===== config.mk =====
export PLATFORM = sky130hd
export DESIGN_NAME = pwm_multi_channel
export DESIGN_NICKNAME = d
export VERILOG_FILES = /design/src/rtl/pwm_multi_channel.sv
export SDC_FILE = /design/constraint.sdc
export NUM_CORES = 1
export LEC_CHECK = 0
export CAP_MARGIN = 10
export CORE_UTILIZATION = 42
export CTS_CLUSTER_SIZE = 16
export DETAILED_ROUTE_END_ITERATION = 8
export PLACE_DENSITY_LB_ADDON = 0.25
export SYNTH_ARGS = -nofsm -noshare
export SYNTH_HDL_FRONTEND = slang
export SYNTH_SLANG_ARGS = --single-unit
export TNS_END_PERCENT = 10

===== constraint.sdc =====
create_clock -name clk -period 2.98 [get_ports clk]
set_clock_uncertainty 0.2 [all_clocks]
set_input_delay 0.447 -clock clk [delete_from_list [all_inputs] [get_ports clk]]
set_output_delay 0.447 -clock clk [all_outputs]
set_load 0.02 [all_outputs]

===== src/rtl/pwm_multi_channel.sv =====
// Multi-channel PWM with a shared edge/center-aligned period counter.
// Debounced buttons adjust per-channel shadowed duties that load only at period boundaries.
module pwm_multi_channel #(
    parameter int unsigned CHANNELS     = 4,
    parameter int unsigned SEL_W        = 2,
    parameter int unsigned CNT_W        = 8,
    parameter int unsigned PERIOD       = 100,
    parameter int unsigned STEP         = 10,
    parameter int unsigned DUTY_INIT    = 50,
    parameter int unsigned DEBOUNCE_DIV = 4
) (
    input  logic                clk,
    input  logic                rst_n,
    input  logic                ena,
    input  logic                increase_duty,
    input  logic                decrease_duty,
    input  logic [SEL_W-1:0]    ch_sel,
    input  logic                align_mode,
    output logic [CHANNELS-1:0] pwm_out,
    output logic [CNT_W-1:0]    duty_sel,
    output logic                period_tick
);

    localparam int unsigned DIV_W = (DEBOUNCE_DIV > 1) ? $clog2(DEBOUNCE_DIV) : 1;
    localparam int unsigned AW    = CNT_W + 1;

    localparam logic [DIV_W-1:0] DIV_LAST  = DIV_W'(DEBOUNCE_DIV - 1);
    localparam logic [CNT_W-1:0] CNT_LAST  = CNT_W'(PERIOD - 1);
    localparam logic [CNT_W-1:0] PERIOD_C  = CNT_W'(PERIOD);
    localparam logic [CNT_W-1:0] INIT_C    = CNT_W'(DUTY_INIT);
    localparam logic [AW-1:0]    PERIOD_W  = AW'(PERIOD);
    localparam logic [AW-1:0]    STEP_W    = AW'(STEP);

    logic [DIV_W-1:0]    div_q, div_d;
    logic [CNT_W-1:0]    cnt_q, cnt_d;
    logic                dir_q, dir_d;      // 1 = counting down
    logic                mode_q, mode_d;
    logic [CNT_W-1:0]    pend_q [CHANNELS];
    logic [CNT_W-1:0]    pend_d [CHANNELS];
    logic [CNT_W-1:0]    shad_q [CHANNELS];
    logic [CNT_W-1:0]    shad_d [CHANNELS];
    logic                inc_s1_q, inc_s1_d, inc_s2_q, inc_s2_d;
    logic                dec_s1_q, dec_s1_d, dec_s2_q, dec_s2_d;
    logic [CHANNELS-1:0] pwm_q, pwm_d;
    logic                tick_q, tick_d;
    logic [CNT_W-1:0]    dsel_q, dsel_d;

    logic                tick_c, inc_ev_c, dec_ev_c, sel_ok_c, update_c;
    logic                bnd_c, next_bnd_c;
    logic [AW-1:0]       sel_val_c, sum_c;
    logic [CNT_W-1:0]    new_duty_c;

    // Debounce sample tick and single-cycle press events
    always_comb begin
        tick_c   = ena & (div_q == DIV_LAST);
        inc_ev_c = tick_c & inc_s1_q & ~inc_s2_q;
        dec_ev_c = tick_c & dec_s1_q & ~dec_s2_q;
        sel_ok_c = 32'(ch_sel) < CHANNELS;
        update_c = ena & sel_ok_c & (inc_ev_c ^ dec_ev_c);
    end

    // Saturating duty arithmetic, one bit wider than the duty so it never wraps
    always_comb begin
        sel_val_c = '0;
        for (int unsigned i = 0; i < CHANNELS; i++) begin
            if (32'(ch_sel) == i) sel_val_c = {1'b0, pend_q[i]};
        end
        sum_c = sel_val_c + STEP_W;
        if (inc_ev_c) new_duty_c = (sum_c > PERIOD_W) ? PERIOD_C : sum_c[CNT_W-1:0];
        else          new_duty_c = (sel_val_c < STEP_W) ? '0 : CNT_W'(sel_val_c - STEP_W);
    end

    always_comb begin
        div_d      = div_q;
        cnt_d      = cnt_q;
        dir_d      = dir_q;
        mode_d     = mode_q;
        shad_d     = shad_q;
        pend_d     = pend_q;
        inc_s1_d   = inc_s1_q;
        inc_s2_d   = inc_s2_q;
        dec_s1_d   = dec_s1_q;
        dec_s2_d   = dec_s2_q;
        pwm_d      = '0;
        tick_d     = 1'b0;
        dsel_d     = '0;
        bnd_c      = mode_q ? ((cnt_q == '0) && dir_q) : (cnt_q == CNT_LAST);
        next_bnd_c = 1'b0;

        if (ena) begin
            div_d = (div_q == DIV_LAST) ? '0 : div_q + DIV_W'(1);
            if (tick_c) begin
                inc_s1_d = increase_duty;
                inc_s2_d = inc_s1_q;
                dec_s1_d = decrease_duty;
                dec_s2_d = dec_s1_q;
            end
            for (int unsigned i = 0; i < CHANNELS; i++) pwm_d[i] = cnt_q < shad_q[i];
            // Both modes restart at (0, up) after a boundary, so a mode switch needs no extra case
            if (bnd_c) begin
                cnt_d  = '0;
                dir_d  = 1'b0;
                mode_d = align_mode;
                shad_d = pend_q;
            end else if (!mode_q || !dir_q) begin
                if (mode_q && (cnt_q == CNT_LAST)) dir_d = 1'b1;
                else                               cnt_d = cnt_q + CNT_W'(1);
            end else begin
                cnt_d = cnt_q - CNT_W'(1);
            end
        end

        for (int unsigned i = 0; i < CHANNELS; i++) begin
            if (update_c && (32'(ch_sel) == i)) pend_d[i] = new_duty_c;
        end
        for (int unsigned i = 0; i < CHANNELS; i++) begin
            if (32'(ch_sel) == i) dsel_d = pend_d[i];
        end

        // Registered tick must line up with the boundary state it announces
        next_bnd_c = mode_d ? ((cnt_d == '0) && dir_d) : (cnt_d == CNT_LAST);
        if (ena) tick_d = next_bnd_c;
    end

    always_ff @(posedge clk or negedge rst_n) begin
        if (!rst_n) begin
            div_q    <= '0;
            cnt_q    <= '0;
            dir_q    <= 1'b0;
            mode_q   <= 1'b0;
            for (int unsigned i = 0; i < CHANNELS; i++) begin
                pend_q[i] <= INIT_C;
                shad_q[i] <= INIT_C;
            end
            inc_s1_q <= 1'b0;
            inc_s2_q <= 1'b0;
            dec_s1_q <= 1'b0;
            dec_s2_q <= 1'b0;
            pwm_q    <= '0;
            tick_q   <= 1'b0;
            dsel_q   <= '0;
        end else begin
            div_q    <= div_d;
            cnt_q    <= cnt_d;
            dir_q    <= dir_d;
            mode_q   <= mode_d;
            pend_q   <= pend_d;
            shad_q   <= shad_d;
            inc_s1_q <= inc_s1_d;
            inc_s2_q <= inc_s2_d;
            dec_s1_q <= dec_s1_d;
            dec_s2_q <= dec_s2_d;
            pwm_q    <= pwm_d;
            tick_q   <= tick_d;
            dsel_q   <= dsel_d;
        end
    end

    assign pwm_out     = pwm_q;
    assign period_tick = tick_q;
    assign duty_sel    = dsel_q;

endmodule


After elaboration in Yosys (flattened, before gate mapping)
Index checks and enable logic that the tools add are counted.
{"block": "totals", "ff_bits": 93, "in_bits": 8, "output_inout_bits": 13, "word_cells": 90}
{"block": "classes", "n_addsub": 5, "n_lt_le_gt_ge": 6, "n_eq_ne": 6, "n_mux": 30, "bitwise": 9, "n_reduce_logical": 15}
{"operator": "two-way mux 8 bit", "n": 16}
{"operator": "< comparator 8 bit", "n": 4}
{"operator": "two-way mux 9 bit", "n": 3}
{"operator": "equality test 8 x 7 -> 1 bit, second input constant", "n": 2}
{"operator": "logical NOT 8 bit", "n": 2}
{"operator": "adder 9 x 4 -> 9 bit, second input constant", "n": 1}
{"operator": "> comparator 9 x 7 -> 1 bit, second input constant", "n": 1}
{"operator": "< comparator 9 x 4 -> 1 bit, second input constant", "n": 1}
{"operator": "two-way mux 1 bit", "n": 9}
{"operator": "adder 8 x 1 -> 8 bit, second input constant", "n": 1}
{"operator": "subtractor 8 x 1 -> 8 bit, second input constant", "n": 1}
{"operator": "subtractor 8 x 4 -> 8 bit, second input constant", "n": 1}
{"operator": "logical AND 1 bit", "n": 7}
{"operator": "AND 1 bit", "n": 6}
{"operator": "equality test 2 bit, second input constant", "n": 3}
{"operator": "two-way mux 4 bit", "n": 1}
{"operator": "AND reduction 2 bit", "n": 2}
{"operator": "adder 2 x 1 -> 2 bit, second input constant", "n": 1}
{"operator": "equality test 2 x 1 -> 1 bit, second input constant", "n": 1}
{"operator": "logical NOT 1 bit", "n": 2}
{"operator": "logical NOT 2 bit", "n": 1}
{"operator": "two-way mux 2 bit", "n": 1}
{"operator": "inverter 1 bit", "n": 2}
{"operator": "logical OR 1 bit", "n": 1}
{"operator": "XOR 1 bit", "n": 1}

Depth between registers and ports, before layout
{"block": "depth", "word_depth": 14, "depth_mapped": 12}

Worst setup path before layout
Ideal clock, no wire load.
{"block": "synth_timing", "kind": "input port to flip-flop", "start": "in ch_sel[0]", "end": "reg dsel_q[4], in the netlist duty_sel[4]", "setup_ns": 0.125, "t_arrival_ns": 2.787, "required_time_ns": 2.655, "path_slack_ns": -0.132, "cell_stages": 12, "n_path_buf": 1, "cell_sequence": "buf_6 mux4_2 inv_1 ha_1 inv_1 a2111oi_4 and2_4 nor2_2 a221o_1 o211ai_2 o21ai_2 mux2_4"}
{"block": "synth_between", "elab_chain_len": 14, "word_cells_on_any_way": 27, "cone_classes": "add/sub: 2; order compare: 2; eq/ne: 3; mux: 15; reduce/logical: 5"}
{"element": "from (decl)", "line": "17", "source": "input logic [SEL_W-1:0] ch_sel,"}
{"element": "logical NOT 2 bit", "line": "66, 114, 117"}
{"element": "two-way mux 8 bit", "line": "66", "source": "if (32'(ch_sel) == i) sel_val_c = {1'b0, pend_q[i]};"}
{"element": "two-way mux 9 bit (3 in a row)", "line": "66"}
{"element": "adder 9 x 4 -> 9 bit", "line": "68", "source": "sum_c = sel_val_c + STEP_W;"}
{"element": "> comparator 9 x 7 -> 1 bit", "line": "69", "source": "if (inc_ev_c) new_duty_c = (sum_c > PERIOD_W) ? PERIOD_C : sum_c[CNT_W-1:0];"}
{"element": "two-way mux 8 bit (2 in a row)", "line": "69"}
{"element": "two-way mux 8 bit", "line": "114", "source": "if (update_c && (32'(ch_sel) == i)) pend_d[i] = new_duty_c;"}
{"element": "two-way mux 8 bit (3 in a row)", "line": "117", "source": "if (32'(ch_sel) == i) dsel_d = pend_d[i];"}
{"element": "two-way mux 8 bit *", "line": "117"}
{"element": "named net dsel_d[4]", "line": "46", "source": "logic [CNT_W-1:0] dsel_q, dsel_d;"}
{"element": "to (signal assigned)", "line": "155", "source": "dsel_q <= dsel_d;"}
{"element": "to (decl)", "line": "46"}
Mark *: on every way through the listed nets, which the timed path passes. The rest lies on a longest branch.
A chain may end at the register's enable or synchronous reset.

Worst setup path after layout
{"block": "layout_timing", "start": "reg pend_q[10] in the netlist's numbering", "end": "reg dsel_q[4], in the netlist duty_sel[4]"}
{"block": "layout_between", "elab_chain_len": 11, "word_cells_on_any_way": 17, "cone_classes": "add/sub: 2; order compare: 2; mux: 13"}
{"element": "from (decl)", "line": "38", "source": "logic [CNT_W-1:0] pend_q [CHANNELS];"}
{"element": "from (signal assigned)", "line": "147", "source": "pend_q <= pend_d;"}
{"element": "two-way mux 9 bit * (2 in a row)", "line": "66"}
{"element": "adder 9 x 4 -> 9 bit", "line": "68"}
{"element": "> comparator 9 x 7 -> 1 bit", "line": "69"}
{"element": "two-way mux 8 bit", "line": "69"}
{"element": "two-way mux 8 bit *", "line": "69"}
{"element": "two-way mux 8 bit", "line": "114"}
{"element": "two-way mux 8 bit (3 in a row)", "line": "117"}
{"element": "two-way mux 8 bit *", "line": "117"}
{"element": "named net dsel_d[4]", "line": "46"}
Marked as above.

==> metrics.txt <==
Die W=112 µm; Setup Viol. Count Final=0; vias in the first global route=between 3000 and 4000; DRC Markers=0; first-pass iteration count of the detailed router=5; DIE AREA=12700 µm²; clock sink total=93; WL met2=5140 µm; Detailed Route Iter0 Violations=219; PD cells=710 nW/µm²; mapped cell area=5130 µm²; post-route cell area=6120 µm²; most common cell in the netlist=dfrtp_1; Worst VDD drop=between 0.4 and 0.5 mV; diode count=0; Post-Syn Instances=~480; CTS max path bufs=2; hold_ws=279 ps; Met1 Routed Length=around 5400 µm; RSZ-0062 raised after global routing=yes; LEAKAGE=roughly 3.1 nW; total negative setup slack=0 ps; #FFs+latches synth=93; CP Data Arrival Time=2940 ps; Yosys warning total=0; routed wire length on met3=about 320 µm; outcome=complete, no violations; capturing element type of the critical path=flip-flop; main flop type after synthesis=dfrtp_1; Seq/Total Area, Yosys=0.460; area grow syn2layout=19.4%; period utilization=0.976; DR vias=3700; Mean Syn Cell Area=~11 µm²; Pwr Total=4.35 mW; max_cap viols=0; DIE HEIGHT=112 µm; fmax=0.344 GHz; top cells by area, synth=dfrtp_1 (34%), dfstp_2 (12%), ha_1 (8.1%); worst skew pair latency=350 ps; routed vias/inst=5.33; asr flop ratio synth=1.00; share of cells above drive strength 1=0.285; Mapped Nets=523; total gr overflow=0; WL/cell=between 15 and 20 µm; RePlAce Congestion=approximately 0.8; Tmin final=2910 ps; total wire length=11000 µm; pin count of the biggest net entering global routing=52; crit-path max FO=5; crit path kind=flip-flop to flip-flop; CTS Buf Count=9; H-tree depth=3; Core Region=roughly 12000 µm²; Rows=39; fillcell total=1008; port buffer count=20; Starting Density=0.440; Netlist cell types=65; total track usage=0.190; nets=587; HP Class=flip-flop to flip-flop; WP data required=3010 ps; uppermost routed layer=met4; Slew @ Worst Pin=715 ps; Max-slew headroom=0.523; Routed Antenna Nets=0; initial antenna violation count=0; cell taking the most area after synthesis=dfrtp_1; Slew Limit Fails=0; Boundary Pins=21; post-synth top area share=0.337; EDFF count, synth=0; Worst-path clk slew=roughly 70 ps; CTS tree=done; CTS root buf=clkbuf_16; placed cell areas=5800 µm²; Fin. Hold Viols=0; Post-synth top cells=dfrtp_1 (69), nand2_1 (64), inv_1 (40); first-pass GRT wire length=18800 µm; post-detail-place hpwl=8210 µm; CP Launch Type=flip-flop
[flip-flops by register name, indices dropped and copies added (netlist names), 2 cells and up]
signal and flops:
duty_sel 8, shad_q 32, pwm_out 4, div_q 2, pend_q 32, cnt_q 8
[path summary, 6_finish.rpt]
| kind | from | endpoint | slack (ps) | cells past startpoint |
|---|---|---|---|---|
| worst max-delay path | pend_q[10] | duty_sel[4] | 70 | 11 |
| worst min-delay path | shad_q[0] | shad_q[0] | 280 | 2 |
| worst max register to register | pend_q[10] | duty_sel[4] | 70 | 11 |
| worst min register to register | shad_q[0] | shad_q[0] | 280 | 2 |
| max in group asynchronous | rst_n | pend_q[25] | 1360 | 3 |
| min in group asynchronous | rst_n | shad_q[27] | 470 | 2 |
[layout by cell type, fill, tap and decap left out, types with 4 or more instances in the layout]
master | Yosys | final
and3_1 | 4 | 4
xor2_1 | 5 | 5
xnor2_1 | 4 | 4
clkdlybuf4s50_1 | 0 | 17
nor2_1 | 21 | 21
nor3_1 | 5 | 5
mux2_2 | 34 | 34
dfrtp_1 | 69 | 69
a21o_1 | 29 | 29
dfstp_2 | 24 | 24
nand3_1 | 5 | 5
nand2_1 | 64 | 64
clkbuf_16 | 0 | 9
mux4_2 | 6 | 7
o21ai_0 | 38 | 38
nand2b_1 | 9 | 9
a21oi_1 | 9 | 9
buf_4 | 0 | 50
ha_1 | 33 | 32
inv_1 | 40 | 37
[routing by layer]
metal | vias to the layer above | track usage
li1 | 1826 | -
met1 | 1808 | 0.271
met2 | 52 | 0.300
met3 | 14 | 0.0259
met4 | 0 | 0.0640
met5 | - | 0
[timing repair]
item	in CTS	in global routing
buffers inserted	0	1
resized for setup	4	5
endpoints found under the setup margin	36	20
hold buffers	1	0
hold endpoints to repair	43	0
pin swaps	0	2
[report_power, final]
| part | internal [mW] | switching, mW |
|---|---|---|
| Clock | 0.582 | 0.517 |
| Sequential | 1.48 | 0.131 |
| Combinational | 0.790 | 0.840 |
| Total | 2.86 | 1.49 |
[stage by stage]
stage / worst slack (ps) / utilization / instances
floorplan: -74.6 / - / 482
global placement: -584 / 0.497 / 676
detailed placement: -685 / 0.497 / 676
CTS: 37.6 / 0.522 / 693
global route: -31.9 / 0.525 / 694
finish: 70.1 / 0.525 / 694
[area by class of cell]
cell class / count / area (µm²) / area share
Clock buffer: 10 / 229 / 0.0374
Clock inverter: 6 / 53.8 / 0.00879
Inverter: 40 / 150 / 0.0245
Multi-Input combinational cell: 331 / 2560 / 0.418
Sequential cell: 93 / 2360 / 0.385
Tap cell: 143 / 179 / 0.0292
Timing Repair Buffer: 71 / 596 / 0.0973
[critical path: stages, from the launching register on]
cell and delay, ps:
dfrtp_1 410, mux4_2 520, inv_2 100, ha_4 150
inv_2 60, a2111oi_4 320, and2_4 220, nor2_2 40
a221o_1 320, o211ai_2 70, o21ai_2 110, mux2_4 260
[kinds of logic after synthesis]
group	count (synthesis)	share of synthesized area
AOI/OAI and AO/OA	108	0.146
xor gates and xnor gates	9	0.0154
adders and majority gates	33	0.0805
buffers and inverters	58	0.0478
DFF	93	0.460
muxes	46	0.123
and+or+nand+nor	135	0.127
No activity file was read; power rests on OpenSTA's default activity.
